<file path="config.mk">
export PLATFORM = sky130hd
export DESIGN_NAME = usb_csr_axil_slave
export DESIGN_NICKNAME = d
export VERILOG_FILES = /design/src/rtl/usb_csr_pkg.sv /design/src/rtl/usb_csr_axil_slave.sv
export SDC_FILE = /design/constraint.sdc
export NUM_CORES = 1
export LEC_CHECK = 0
export ABC_AREA = 1
export CORE_ASPECT_RATIO = 0.6
export CORE_MARGIN = 2
export CORE_UTILIZATION = 30
export CTS_CLUSTER_DIAMETER = 150
export DETAILED_ROUTE_END_ITERATION = 10
export GPL_TIMING_DRIVEN = 0
export PLACE_DENSITY = 0.49
export SETUP_SLACK_MARGIN = 0.05
export SYNTH_ARGS = -nofsm -noshare
export SYNTH_HDL_FRONTEND = slang
export SYNTH_SLANG_ARGS = --single-unit
</file>
<file path="constraint.sdc">
create_clock -name clk -period 5.2 [get_ports clk]
set_input_delay 0.78 -clock clk [delete_from_list [all_inputs] [get_ports clk]]
set_output_delay 0.78 -clock clk [all_outputs]
set_load 0.01 [all_outputs]
</file>
<file path="src/rtl/usb_csr_pkg.sv">
// Shared constants for the USB control/status register block: register
// offsets, EVENT bit positions and AXI response codes.
package usb_csr_pkg;

    // Byte offsets of the registers; the block decodes address bits [ADDR_W-1:2]
    localparam logic [31:0] CSR_CTRL    = 32'h00;
    localparam logic [31:0] CSR_STATUS  = 32'h04;
    localparam logic [31:0] CSR_EVENT   = 32'h08;
    localparam logic [31:0] CSR_IRQ_EN  = 32'h0C;
    localparam logic [31:0] CSR_SCRATCH = 32'h10;
    localparam logic [31:0] CSR_ID      = 32'h14;

    // Sticky EVENT bit positions
    localparam int EV_BUS_RESET = 0;
    localparam int EV_VBUS_CHG  = 1;

    // AXI response codes
    localparam logic [1:0] RESP_OKAY   = 2'b00;
    localparam logic [1:0] RESP_SLVERR = 2'b10;

endpackage

</file>
<file path="src/rtl/usb_csr_axil_slave.sv">
// AXI4-Lite register responder for USB device control. Owns the connect
// request, read-only ULPI status, sticky W1C event bits and a level irq.
// Everything runs on ulpi_clk.
module usb_csr_axil_slave
    import usb_csr_pkg::*;
#(
    parameter int          ADDR_W   = 8,
    parameter logic [31:0] ID_VALUE = 32'h5553_4231
) (
    input  logic              clk,
    input  logic              rst,
    input  logic [ADDR_W-1:0] s_axi_awaddr,
    input  logic              s_axi_awvalid,
    output logic              s_axi_awready,
    input  logic [31:0]       s_axi_wdata,
    input  logic [3:0]        s_axi_wstrb,
    input  logic              s_axi_wvalid,
    output logic              s_axi_wready,
    output logic [1:0]        s_axi_bresp,
    output logic              s_axi_bvalid,
    input  logic              s_axi_bready,
    input  logic [ADDR_W-1:0] s_axi_araddr,
    input  logic              s_axi_arvalid,
    output logic              s_axi_arready,
    output logic [31:0]       s_axi_rdata,
    output logic [1:0]        s_axi_rresp,
    output logic              s_axi_rvalid,
    input  logic              s_axi_rready,
    output logic              usb_connected,
    input  logic [1:0]        line_state,
    input  logic              vbus_valid,
    input  logic              bus_reset,
    output logic              irq
);

    localparam logic [ADDR_W-3:0] IDX_CTRL    = CSR_CTRL[ADDR_W-1:2];
    localparam logic [ADDR_W-3:0] IDX_STATUS  = CSR_STATUS[ADDR_W-1:2];
    localparam logic [ADDR_W-3:0] IDX_EVENT   = CSR_EVENT[ADDR_W-1:2];
    localparam logic [ADDR_W-3:0] IDX_IRQ_EN  = CSR_IRQ_EN[ADDR_W-1:2];
    localparam logic [ADDR_W-3:0] IDX_SCRATCH = CSR_SCRATCH[ADDR_W-1:2];
    localparam logic [ADDR_W-3:0] IDX_ID      = CSR_ID[ADDR_W-1:2];

    // Per-byte merge of write data into an existing register value
    function automatic logic [31:0] apply_strb(input logic [31:0] old_val,
                                               input logic [31:0] new_val,
                                               input logic [3:0]  strb);
        logic [31:0] res;
        res = old_val;
        for (int b = 0; b < 4; b++) begin
            if (strb[b]) res[8*b +: 8] = new_val[8*b +: 8];
        end
        return res;
    endfunction

    // Write channel state
    logic              aw_held, w_held;
    logic [ADDR_W-3:0] aw_idx_q;
    logic [31:0]       wdata_q;
    logic [3:0]        wstrb_q;

    // Register file
    logic        ctrl_conn;
    logic [1:0]  event_q;
    logic [1:0]  irq_en_q;
    logic [31:0] scratch_q;
    logic        vbus_q;

    // Combinational channel helpers
    logic              aw_hs, w_hs, ar_hs;
    logic              aw_held_n, w_held_n, wr_commit;
    logic              bvalid_n, rvalid_n;
    logic [ADDR_W-3:0] wr_idx;
    logic [31:0]       wr_data;
    logic [3:0]        wr_strb;
    logic              wr_known;
    logic [31:0]       rd_val;
    logic [1:0]        rd_resp;
    logic [1:0]        ev_set, ev_clr;
    logic              unused_addr_bits;

    assign unused_addr_bits = ^{s_axi_awaddr[1:0], s_axi_araddr[1:0]};

    assign aw_hs     = s_axi_awvalid & s_axi_awready;
    assign w_hs      = s_axi_wvalid & s_axi_wready;
    assign ar_hs     = s_axi_arvalid & s_axi_arready;
    assign aw_held_n = aw_held | aw_hs;
    assign w_held_n  = w_held | w_hs;
    assign wr_commit = aw_held_n & w_held_n & ~s_axi_bvalid;
    assign bvalid_n  = wr_commit | (s_axi_bvalid & ~s_axi_bready);
    assign rvalid_n  = ar_hs | (s_axi_rvalid & ~s_axi_rready);

    assign wr_idx  = aw_hs ? s_axi_awaddr[ADDR_W-1:2] : aw_idx_q;
    assign wr_data = w_hs ? s_axi_wdata : wdata_q;
    assign wr_strb = w_hs ? s_axi_wstrb : wstrb_q;

    assign wr_known = (wr_idx == IDX_CTRL)    || (wr_idx == IDX_STATUS) ||
                      (wr_idx == IDX_EVENT)   || (wr_idx == IDX_IRQ_EN) ||
                      (wr_idx == IDX_SCRATCH) || (wr_idx == IDX_ID);

    assign ev_set[EV_BUS_RESET] = bus_reset;
    assign ev_set[EV_VBUS_CHG]  = vbus_valid ^ vbus_q;
    assign ev_clr = (wr_commit && wr_idx == IDX_EVENT && wr_strb[0]) ? wr_data[1:0] : 2'b00;

    assign usb_connected = ctrl_conn;

    // Read data mux on the incoming AR address; unmapped offsets give SLVERR
    always_comb begin
        rd_val  = 32'h0;
        rd_resp = RESP_OKAY;
        case (s_axi_araddr[ADDR_W-1:2])
            IDX_CTRL:    rd_val = {31'h0, ctrl_conn};
            IDX_STATUS:  rd_val = {29'h0, vbus_valid, line_state};
            IDX_EVENT:   rd_val = {30'h0, event_q};
            IDX_IRQ_EN:  rd_val = {30'h0, irq_en_q};
            IDX_SCRATCH: rd_val = scratch_q;
            IDX_ID:      rd_val = ID_VALUE;
            default:     rd_resp = RESP_SLVERR;
        endcase
    end

    // Write channel: hold AW and W independently, commit once both are present
    always_ff @(posedge clk or posedge rst) begin
        if (rst) begin
            aw_held       <= 1'b0;
            w_held        <= 1'b0;
            aw_idx_q      <= '0;
            wdata_q       <= 32'h0;
            wstrb_q       <= 4'h0;
            s_axi_awready <= 1'b0;
            s_axi_wready  <= 1'b0;
            s_axi_bvalid  <= 1'b0;
            s_axi_bresp   <= RESP_OKAY;
        end else begin
            if (aw_hs) aw_idx_q <= s_axi_awaddr[ADDR_W-1:2];
            if (w_hs) begin
                wdata_q <= s_axi_wdata;
                wstrb_q <= s_axi_wstrb;
            end
            aw_held       <= aw_held_n & ~wr_commit;
            w_held        <= w_held_n & ~wr_commit;
            s_axi_awready <= ~(aw_held_n & ~wr_commit) & ~bvalid_n;
            s_axi_wready  <= ~(w_held_n & ~wr_commit) & ~bvalid_n;
            s_axi_bvalid  <= bvalid_n;
            if (wr_commit) s_axi_bresp <= wr_known ? RESP_OKAY : RESP_SLVERR;
        end
    end

    // Read channel: capture data at the AR handshake, hold until rready
    always_ff @(posedge clk or posedge rst) begin
        if (rst) begin
            s_axi_arready <= 1'b0;
            s_axi_rvalid  <= 1'b0;
            s_axi_rdata   <= 32'h0;
            s_axi_rresp   <= RESP_OKAY;
        end else begin
            s_axi_arready <= ~rvalid_n;
            s_axi_rvalid  <= rvalid_n;
            if (ar_hs) begin
                s_axi_rdata <= rd_val;
                s_axi_rresp <= rd_resp;
            end
        end
    end

    // Register file, sticky events (set beats clear) and registered irq
    always_ff @(posedge clk or posedge rst) begin
        if (rst) begin
            ctrl_conn <= 1'b0;
            event_q   <= 2'b00;
            irq_en_q  <= 2'b00;
            scratch_q <= 32'h0;
            vbus_q    <= 1'b0;
            irq       <= 1'b0;
        end else begin
            vbus_q  <= vbus_valid;
            event_q <= (event_q & ~ev_clr) | ev_set;
            irq     <= |(event_q & irq_en_q);
            if (wr_commit && wr_strb[0] && wr_idx == IDX_CTRL)   ctrl_conn <= wr_data[0];
            if (wr_commit && wr_strb[0] && wr_idx == IDX_IRQ_EN) irq_en_q  <= wr_data[1:0];
            if (wr_commit && wr_idx == IDX_SCRATCH)
                scratch_q <= apply_strb(scratch_q, wr_data, wr_strb);
        end
    end

endmodule

</file>
Word-level counts from Yosys, hierarchy flattened
Index checks and enable logic that the tools add are counted.

storage, ports and cells
  register bits after elaboration = 124
  input port bits = 63
  output and inout bits = 43
  logic and storage cells = 86

operators by class
  eq/ne operators = 10
  multiplexer cells = 7
  bitwise logic cells = 28
  reduce and logical (&&, ||, !) cells = 19

operators by type and width
  cell                                           count
  one-hot mux 32 bit (6 select lines)            1
  two-way mux 32 bit                             1
  == test 6 x 2 -> 1 bit, second input constant  4
  == test 6 x 3 -> 1 bit, second input constant  4
  == test 6 x 1 -> 1 bit, second input constant  2
  logical NOT 6 bit                              2
  AND 1 bit                                      11
  NOT 1 bit                                      8
  AND reduction 2 bit                            4
  logical AND 1 bit                              6
  two-way mux 2 bit                              3
  two-way mux 6 bit                              1
  OR reduction 6 bit                             1
  logical OR 1 bit                               5
  AND 2 bit                                      2
  two-way mux 4 bit                              1
  OR 1 bit                                       4
  NOT 2 bit                                      1
  OR 2 bit                                       1
  OR reduction 2 bit                             1
  XOR 1 bit                                      1

Depth between registers and ports, before layout
Gate-level depths: netlist (run 1).

  depth after elaboration = 10
  depth in mapped cells = 10
  depth with buffers taken out = 9

Least setup slack after synthesis (run 1)
Ideal clock, no wire load.

  path kind = input to register
  start point = in s_axi_awvalid
  end point = reg scratch_q[10]
  library setup time = 0.117 ns
  arrival time = 1.781 ns
  data required time = 5.083 ns
  path slack = 3.302 ns
  stages on the path = 10
  buffers on the path = 2
  cells stage by stage = nand2_1 -> buf_6 -> nand2_1 -> o21ai_4 -> nand2_2 -> nor2_4 -> buf_12 -> nand3_4 -> nand2_1 -> nand2_1

between the ends
  longest elaborated chain between the ends = 6
  elaborated cells on any way between the ends = 8
  those cells by class = eq/ne (1); mux (1); bitwise (4); reduce/logical (2)

ends and longest elaborated chain
  element                                   line                       RTL
  start, declared                           usb_csr_axil_slave.sv:13   input logic s_axi_awvalid,
  AND 1 bit (*)                             usb_csr_axil_slave.sv:83   assign aw_hs = s_axi_awvalid & s_axi_awready;
  OR 1 bit                                  usb_csr_axil_slave.sv:86   assign aw_held_n = aw_held | aw_hs;
  AND 1 bit (2 in a row)                    usb_csr_axil_slave.sv:88   assign wr_commit = aw_held_n & w_held_n & ~s_axi_bvalid;
  logical AND 1 bit (*)                     usb_csr_axil_slave.sv:180  if (wr_commit && wr_idx == IDX_SCRATCH)
  AND reduction 2 bit (no source line) (*)  --
  end signal, assigned                      usb_csr_axil_slave.sv:181  scratch_q <= apply_strb(scratch_q, wr_data, wr_strb);
  end, declared                             usb_csr_axil_slave.sv:65   logic [31:0] scratch_q;

Mark *: on every way between the ends. The rest lies on a longest branch, timed or not.
A chain may end at the register's enable or synchronous reset.

Final worst setup path (run 1)
  start point = in s_axi_wvalid
  end point = reg scratch_q[30]

between the ends
  elaborated cells on any way between the ends = 8
  those cells by class = mux (2); bitwise (4); reduce/logical (2)

RTL lines
  element             line                      RTL
  start, declared     usb_csr_axil_slave.sv:17  input logic s_axi_wvalid,
  AND 1 bit           usb_csr_axil_slave.sv:84  assign w_hs = s_axi_wvalid & s_axi_wready;
  two-way mux 32 bit  --
  net wr_data[30]     usb_csr_axil_slave.sv:73  logic [31:0] wr_data;

The timed path passes the listed nets, and every way through them passes these cells.

==> impl_metrics.csv, run 1 <==
group,metric,value,unit
logic_synthesis,synth.ff_latch_count,122,
place,postPlaceCellArea,6541,um2
floorplan,die_width,174.3,um
logic_synthesis,synth_top_flop_cell,"dfrtp_1",
logic_synthesis,synth_area,5221,um2
logic_synthesis,synthAdderAreaFrac,0,%
power,intPower,2.271,mW
logic_synthesis,synth_top_family_by_area,"simple AND/OR/NAND/NOR gates",
finish,layout.cells.most_common,"nand2_1",
logic_synthesis,synth_simple_gate_area_share,31.34,%
route,routed_wl,14440,um
timing,finalClockSkew,10.65,ps
route,detailedRoute.firstPassIterationCount,5,
clock_tree,cts.path.max_buffers,2,
clock_tree,post-cts-setup-buffer-count,0,
setup_path,worst_setup_path_end_kind,"flip-flop",
route,routed-via-count,4243,
logic_synthesis,synthArstFlopShare,100.0,%
timing,final_period_minus_worst_setup_slack,2406,ps
min_path,worstHoldPathType,"reg2reg",
finish,layout_common_cells,"257 x nand2_1, 122 x dfrtp_1, 99 x clkdlybuf4s50_1",
logic_synthesis,synth.area.mux_share,0,%
logic_synthesis,synth_edf_count,0,
timing,timing.final.crit_share,46.27,%
floorplan,fp-row-count,37,
clock_tree,cts_hold_buffers,0,
grt,gr-total-overflow,0,
clock_tree,cts.repair.resized,0,
route,drt_first_iter_violations,302,
route,via_per_inst,4.448,
power,power_dissipated_by_switching_net_loads,1.045,mW
grt,first_global_vias,4406,
setup_path,critical_path.max_fanout,10,
timing,maxSlewHeadroom,58.85,%
setup_path,crit_arrival,2700,ps
clock_tree,clkSlewWorstSetupHoldPaths,60,ps
clock_tree,tritoncts,"built",
logic_synthesis,seq_area_frac_synth,58.47,%
power,comb_power_share,24.5,%
power,power_share_of_the_sequential_group,37.5,%
timing,finalMaxSlewViolations,0,
grt,grt_antenna_before_repair,0,
floorplan,design.core.area,17080,um2
setup_path,critPathMaxStageDelay,420,ps
timing,setup-violations-final,0,
clock_tree,numCtsBuffers,17,
setup_path,worstPathRequired,5490,ps
floorplan,io_pins,106,
logic_synthesis,synth-compound-area-share,3.355,%
grt,first_pass_grt_wire_length,23670,um
place,placement.io_buffers,99,
finish,syn2layout_area_growth,37.41,%
timing,finalHoldViolCount,0,
logic_synthesis,synth_xor_area_share,0.1677,%
timing,rsz0062_at_grt,"false",
power,design_power_total,3.316,mW
grt,pin_count_of_the_biggest_net_entering_global_routing,66,
setup_path,crit_path_start_kind,"primary input",
power,power.static_leakage,3.551,nW
route,post_drt_wl_per_cell,15.13,um
floorplan,dieArea,18510,um2
timing,setup_tns,0,ps
power,p_clk_share,38.0,%
logic_synthesis,cells_after_synth,587,
status,status,"finished, final reports clean",
timing,worst_pin_slew,617.2,ps
setup_path,critical_path.cell_chain,"clkdlybuf4s50_1 -> nand2_1 -> buf_2 -> clkinv_1 -> clkbuf_1 -> nand2_1 -> nand2_1 -> nand4_1 -> nand2_1",
finish,drive_gt1_share,9.722,%
logic_synthesis,yosysWarnings,0,
route,drt.antenna.violating_nets,0,
clock_tree,clk_latency,410,ps
finish,final.fill_count,1668,
logic_synthesis,yosys.cell_types.count,27,
clock_tree,clockRootBuffer,"clkbuf_16",
place,place_congestion,0.7866,
setup_path,critical_path.most_common_cell,"nand2_1",
power,ir_worst_vdd,0.1750,mV
route,detail_route.drc_violations,0,
clock_tree,htreeDepth,4,
power,netSwitchingFraction,31.52,%
clock_tree,numClockSinks,122,
finish,nNetsFinal,770,
floorplan,start_util,30.56,%
setup_path,path_class,"in2reg",
floorplan,floorplan.die.height,106.2,um
power,cellPowerDensity,462.1,nW/um2
logic_synthesis,postSynthAreaPerCell,8.895,um2
place,hpwlAfterDp,10380,um
grt,global_route.usage.total,16.50,%
timing,hold_slack,462.6,ps
timing,fmaxAchievable,415.7,MHz
finish,post_route_design_area,7174,um2
run,cap_violations,0,
setup_path,worst_path_max_delay_cell,"clkdlybuf4s50_1",
finish,antennaDiodeCount,0,
finish,finalCoreUtilization,42.00,%
registers in the layout, summed over array words and instances, names as in the netlist:
name / count
wstrb_q: 4
irq_en_q: 2
s_axi_bvalid: 1
s_axi_rvalid: 1
s_axi_arready: 1
vbus_q: 1
s_axi_rdata: 32
event_q: 2
irq: 1
s_axi_rresp: 1
aw_idx_q: 6
s_axi_bresp: 1
wdata_q: 32
usb_connected: 1
aw_held: 1
w_held: 1
s_axi_wready: 1
scratch_q: 32
s_axi_awready: 1
Yosys cell counts, types with 2 or more instances:
cell type,count,area [um2]
dfrtp_1,122,3053
o21ai_0,6,30.03
o21ai_2,2,17.52
inv_1,32,120.1
nand2_1,257,964.7
buf_4,3,22.52
nand3_1,30,150.1
nor2_1,32,120.1
buf_2,4,20.02
clkinv_1,2,7.510
nand4_1,38,237.7
nand3_4,4,70.07
clkbuf_1,12,45.04
buf_12,4,80.08
nand2_2,9,56.30
buf_6,4,45.04
a21oi_1,16,80.08
cell type report:
type                            count  area, um2  area share (%)
Timing Repair Buffer              100       1018           14.20
Tap cell                          234      292.8           4.081
Clock buffer                       18      439.2           6.121
Buffer                             27      212.7           2.965
Inverter                           35      136.4           1.901
Sequential cell                   122       3053           42.55
Clock inverter                     14      193.9           2.703
Multi-Input combinational cell    404       1828           25.48
kinds of logic (layout without fill, tap and decap cells):
group / Yosys count / count (layout)
AND/OR/NAND/NOR: 373 / 373
flip-flops: 122 / 122
buffers and inverters: 62 / 194
AO/OA/AOI/OAI: 28 / 28
other: 1 / 2
XOR/XNOR: 1 / 1
critical path: cells and delay by family:
| kind | cells | cell delay (ps) |
|---|---|---|
| buf+inv | 4 | 1380 |
| simple gates | 5 | 530 |
through the flow:
stage,setup slack (ps),instances
3_3_place_gp,-604.7,921
5_1_grt,2592,954
3_5_place_dp,2324,922
6_report,2794,954
2_1_floorplan,1177,588
4_1_cts,2746,954
per-layer routing:
| layer | wire (um) | GRT usage (%) |
|---|---|---|
| met1 | 7767 | 25.33 |
| met2 | 5736 | 22.65 |
| met4 | 140 | 4.982 |
| met5 | 0 | 0 |
| met3 | 791 | 3.934 |
final timing paths:
path,start,to,slack [ps],cells past startpoint
hold / removal,s_axi_rvalid,s_axi_arready,460,1
setup / recovery,s_axi_wvalid,scratch_q[30],2790,9
max in group asynchronous,rst,scratch_q[23],3660,3
hold reg to reg,s_axi_rvalid,s_axi_arready,460,1
min in group asynchronous,rst,s_axi_rdata[1],810,2
setup reg to reg,s_axi_wready,scratch_q[30],3190,8
power groups by stage:
stage | sequential (mW) | clock [mW] | combinational [mW]
after floorplan | 1.26 | 0 | 0.503
final | 1.24 | 1.26 | 0.813
after CTS | 1.25 | 1.28 | 0.821
after global routing | 1.27 | 1.32 | 0.909
after global placement | 1.26 | 0 | 0.797
after detailed placement | 1.26 | 0 | 0.814
No activity file was read; power rests on OpenSTA's default activity.
==> inputs of run 2 (changes only) <==
--- a/config.mk
+++ b/config.mk
@@ -12,7 +12,7 @@
 export CTS_CLUSTER_DIAMETER = 150
 export DETAILED_ROUTE_END_ITERATION = 10
 export GPL_TIMING_DRIVEN = 0
-export PLACE_DENSITY = 0.49
+export PLACE_DENSITY = 0.51
 export SETUP_SLACK_MARGIN = 0.05
 export SYNTH_ARGS = -nofsm -noshare
 export SYNTH_HDL_FRONTEND = slang
==> constraint.sdc (replaced) <==
create_clock -name clk -period 1.95 [get_ports clk]
set_input_delay 0.2925 -clock clk [delete_from_list [all_inputs] [get_ports clk]]
set_output_delay 0.2925 -clock clk [all_outputs]
set_load 0.01 [all_outputs]
==> run 2 against run 1 <==
  * Power grew to 2.6 times the previous value
  * Critical path depth grew 1
  * Clock-buffer cell count shrank 1
  * Clock skew shrank 1.9 ps
  * Clock power grew to 2.5 times the previous value
  * Sequential power grew to 2.7 times the previous value
  * Setup slack lost 2600 ps
  * Critical path type unchanged
  * Highest routed layer unchanged
==> impl_metrics.csv, run 2 (synthesis results as in run 1) <==
group,metric,value,unit
status,status,"finished, final reports clean",
setup_path,crit_arrival,2140,ps
setup_path,critical_path.max_fanout,10,
timing,finalHoldViolCount,0,
floorplan,io_pins,106,
clock_tree,cts.path.max_buffers,2,
finish,drive_gt1_share,11.54,%
setup_path,worstPathRequired,2300,ps
grt,pin_count_of_the_biggest_net_entering_global_routing,34,
clock_tree,tritoncts,"built",
route,detailedRoute.firstPassIterationCount,5,
finish,finalCoreUtilization,42.41,%
finish,post_layout_nonfiller_instances,962,
finish,sequential_cell_area,3054,um2
timing,final_period_minus_worst_setup_slack,1794,ps
route,routed_wl,14580,um
grt,first_pass_grt_wire_length,23700,um
route,detail_route.drc_violations,0,
setup_path,worst_setup_path_end_kind,"flip-flop",
timing,timing.final.crit_share,92.00,%
setup_path,crit_path_start_kind,"primary input",
clock_tree,numClockSinks,122,
power,power.static_leakage,3.597,nW
finish,antennaDiodeCount,0,
timing,finalMaxSlewViolations,0,
route,post_drt_wl_per_cell,15.15,um
route,routed-via-count,4372,
power,netSwitchingFraction,32.29,%
power,power_dissipated_by_switching_net_loads,2.832,mW
power,power_share_of_the_sequential_group,37.9,%
finish,syn2layout_area_growth,38.75,%
power,intPower,5.938,mW
power,ir_worst_vdd,0.4753,mV
finish,area_used_by_multi_input_combinational_logic,1846,um2
timing,rsz0062_at_grt,"false",
floorplan,floorplan.die.height,106.2,um
timing,worst_pin_slew,694.6,ps
finish,largestRegisters,"s_axi_rdata x32, scratch_q x32, wdata_q x32",
clock_tree,clk_latency,410,ps
clock_tree,clkSlewWorstSetupHoldPaths,60,ps
clock_tree,htreeDepth,4,
power,design_power_total,8.770,mW
floorplan,fp-row-count,37,
finish,layout_common_cells,"256 x nand2_1, 121 x dfrtp_1, 99 x clkdlybuf4s50_1",
floorplan,design.core.area,17080,um2
place,placement.io_buffers,99,
route,via_per_inst,4.545,
timing,fmaxAchievable,557.4,MHz
floorplan,start_util,30.56,%
place,hpwlAfterDp,10530,um
finish,final.fill_count,1656,
run,cap_violations,0,
grt,global_route.usage.total,16.60,%
timing,setup-violations-final,0,
floorplan,die_width,174.3,um
power,p_clk_share,36.6,%
grt,gr-total-overflow,0,
power,cellPowerDensity,1211,nW/um2
route,drt_first_iter_violations,270,
place,placed_cells_incl_taps,924,
place,place_congestion,0.7700,
finish,layout.cells.most_common,"nand2_1",
route,drt.antenna.violating_nets,0,
floorplan,dieArea,18510,um2
power,comb_power_share,25.5,%
setup_path,path_class,"in2reg",
clock_tree,clockRootBuffer,"clkbuf_16",
clock_tree,numCtsBuffers,17,
min_path,worstHoldPathType,"in2async",
grt,grt_antenna_before_repair,0,
grt,first_global_vias,4392,
finish,nNetsFinal,778,
timing,maxSlewHeadroom,53.60,%
timing,finalClockSkew,8.754,ps
-- run 2: changes by cell type in the layout (fill, tap and decap cells not counted), moves of 2 or more --
cell | previous run | this run
buf_4 | 3 | 9
clkbuf_1 | 12 | 10
buf_12 | 4 | 7
clkbuf_2 | 0 | 2
clkinv_2 | 2 | 4
-- run 2: power groups by stage --
stage / combinational [mW] / sequential, mW / clock, mW
after global placement: 2.12 / 3.35 / 0
final: 2.24 / 3.32 / 3.21
after floorplan: 1.34 / 3.36 / 0
after detailed placement: 2.17 / 3.36 / 0
after CTS: 2.19 / 3.32 / 3.27
after global routing: 2.50 / 3.38 / 3.39
-- run 2: worst paths after layout --
kind | slack [ps] | end | cells after the start | from
max | 160 | scratch_q[18] | 10 | s_axi_awvalid
min | 330 | irq | 2 | rst
max reg2reg | 190 | scratch_q[18] | 9 | s_axi_awready
min reg2reg | 460 | s_axi_arready | 1 | s_axi_rvalid
max in group asynchronous | 550 | s_axi_rdata[31] | 5 | rst
min in group clk | 410 | event_q[0] | 3 | bus_reset
-- run 2: critical path, cell delays in order --
cell and delay, ps:
clkdlybuf4s50_1 550, nand2_2 110, buf_4 190, o21ai_4 180, nand2_2 120, nor2_8 200
buf_4 180, buf_6 130, nand4_1 90, nand2_1 80
-- run 2: timing repair --
| item | CTS | global route |
|---|---|---|
| setup buffers | 0 | 5 |
| pin swaps | 0 | 1 |
| hold buffers | 0 | 0 |
| endpoints found under the hold margin | 0 | 0 |
| cloned | 0 | 1 |
| setup endpoints to repair | 32 | 44 |
| resized for setup | 1 | 13 |
-- run 2: layout make-up --
| cell class | instances | area share [%] |
|---|---|---|
| flip-flops and latches | 122 | 42.16 |
| plain buffers | 27 | 3.005 |
| multi-input cells | 404 | 25.47 |
| inverters | 35 | 1.900 |
| repair buffers | 108 | 15.13 |
| clock inverters | 15 | 2.418 |
| well taps | 234 | 4.041 |
| clock buffers | 17 | 5.872 |
-- run 2: layer usage --
metal | vias up | wire [um] | share of wire (%) | GRT usage (%)
met5 | - | 0 | 0 | 0
met4 | 0 | 192 | 1.3 | 5.342
li1 | 2137 | - | - | -
met2 | 136 | 5825 | 40 | 22.70
met1 | 2081 | 7736 | 53 | 24.95
met3 | 18 | 822 | 5.6 | 4.685
-- run 2: through the flow --
stage	hold WS [ps]	setup WS [ps]	TNS, ps	area (um2)
final	332.1	156.0	0	7244
after global routing	376.4	53.39	0	7244
after CTS	346.5	84.41	0	7174
after detailed placement	455.4	-440.1	-24940	6573
after global placement	454.2	-1013	-144490	6513
after floorplan	323.9	160.2	0	5229
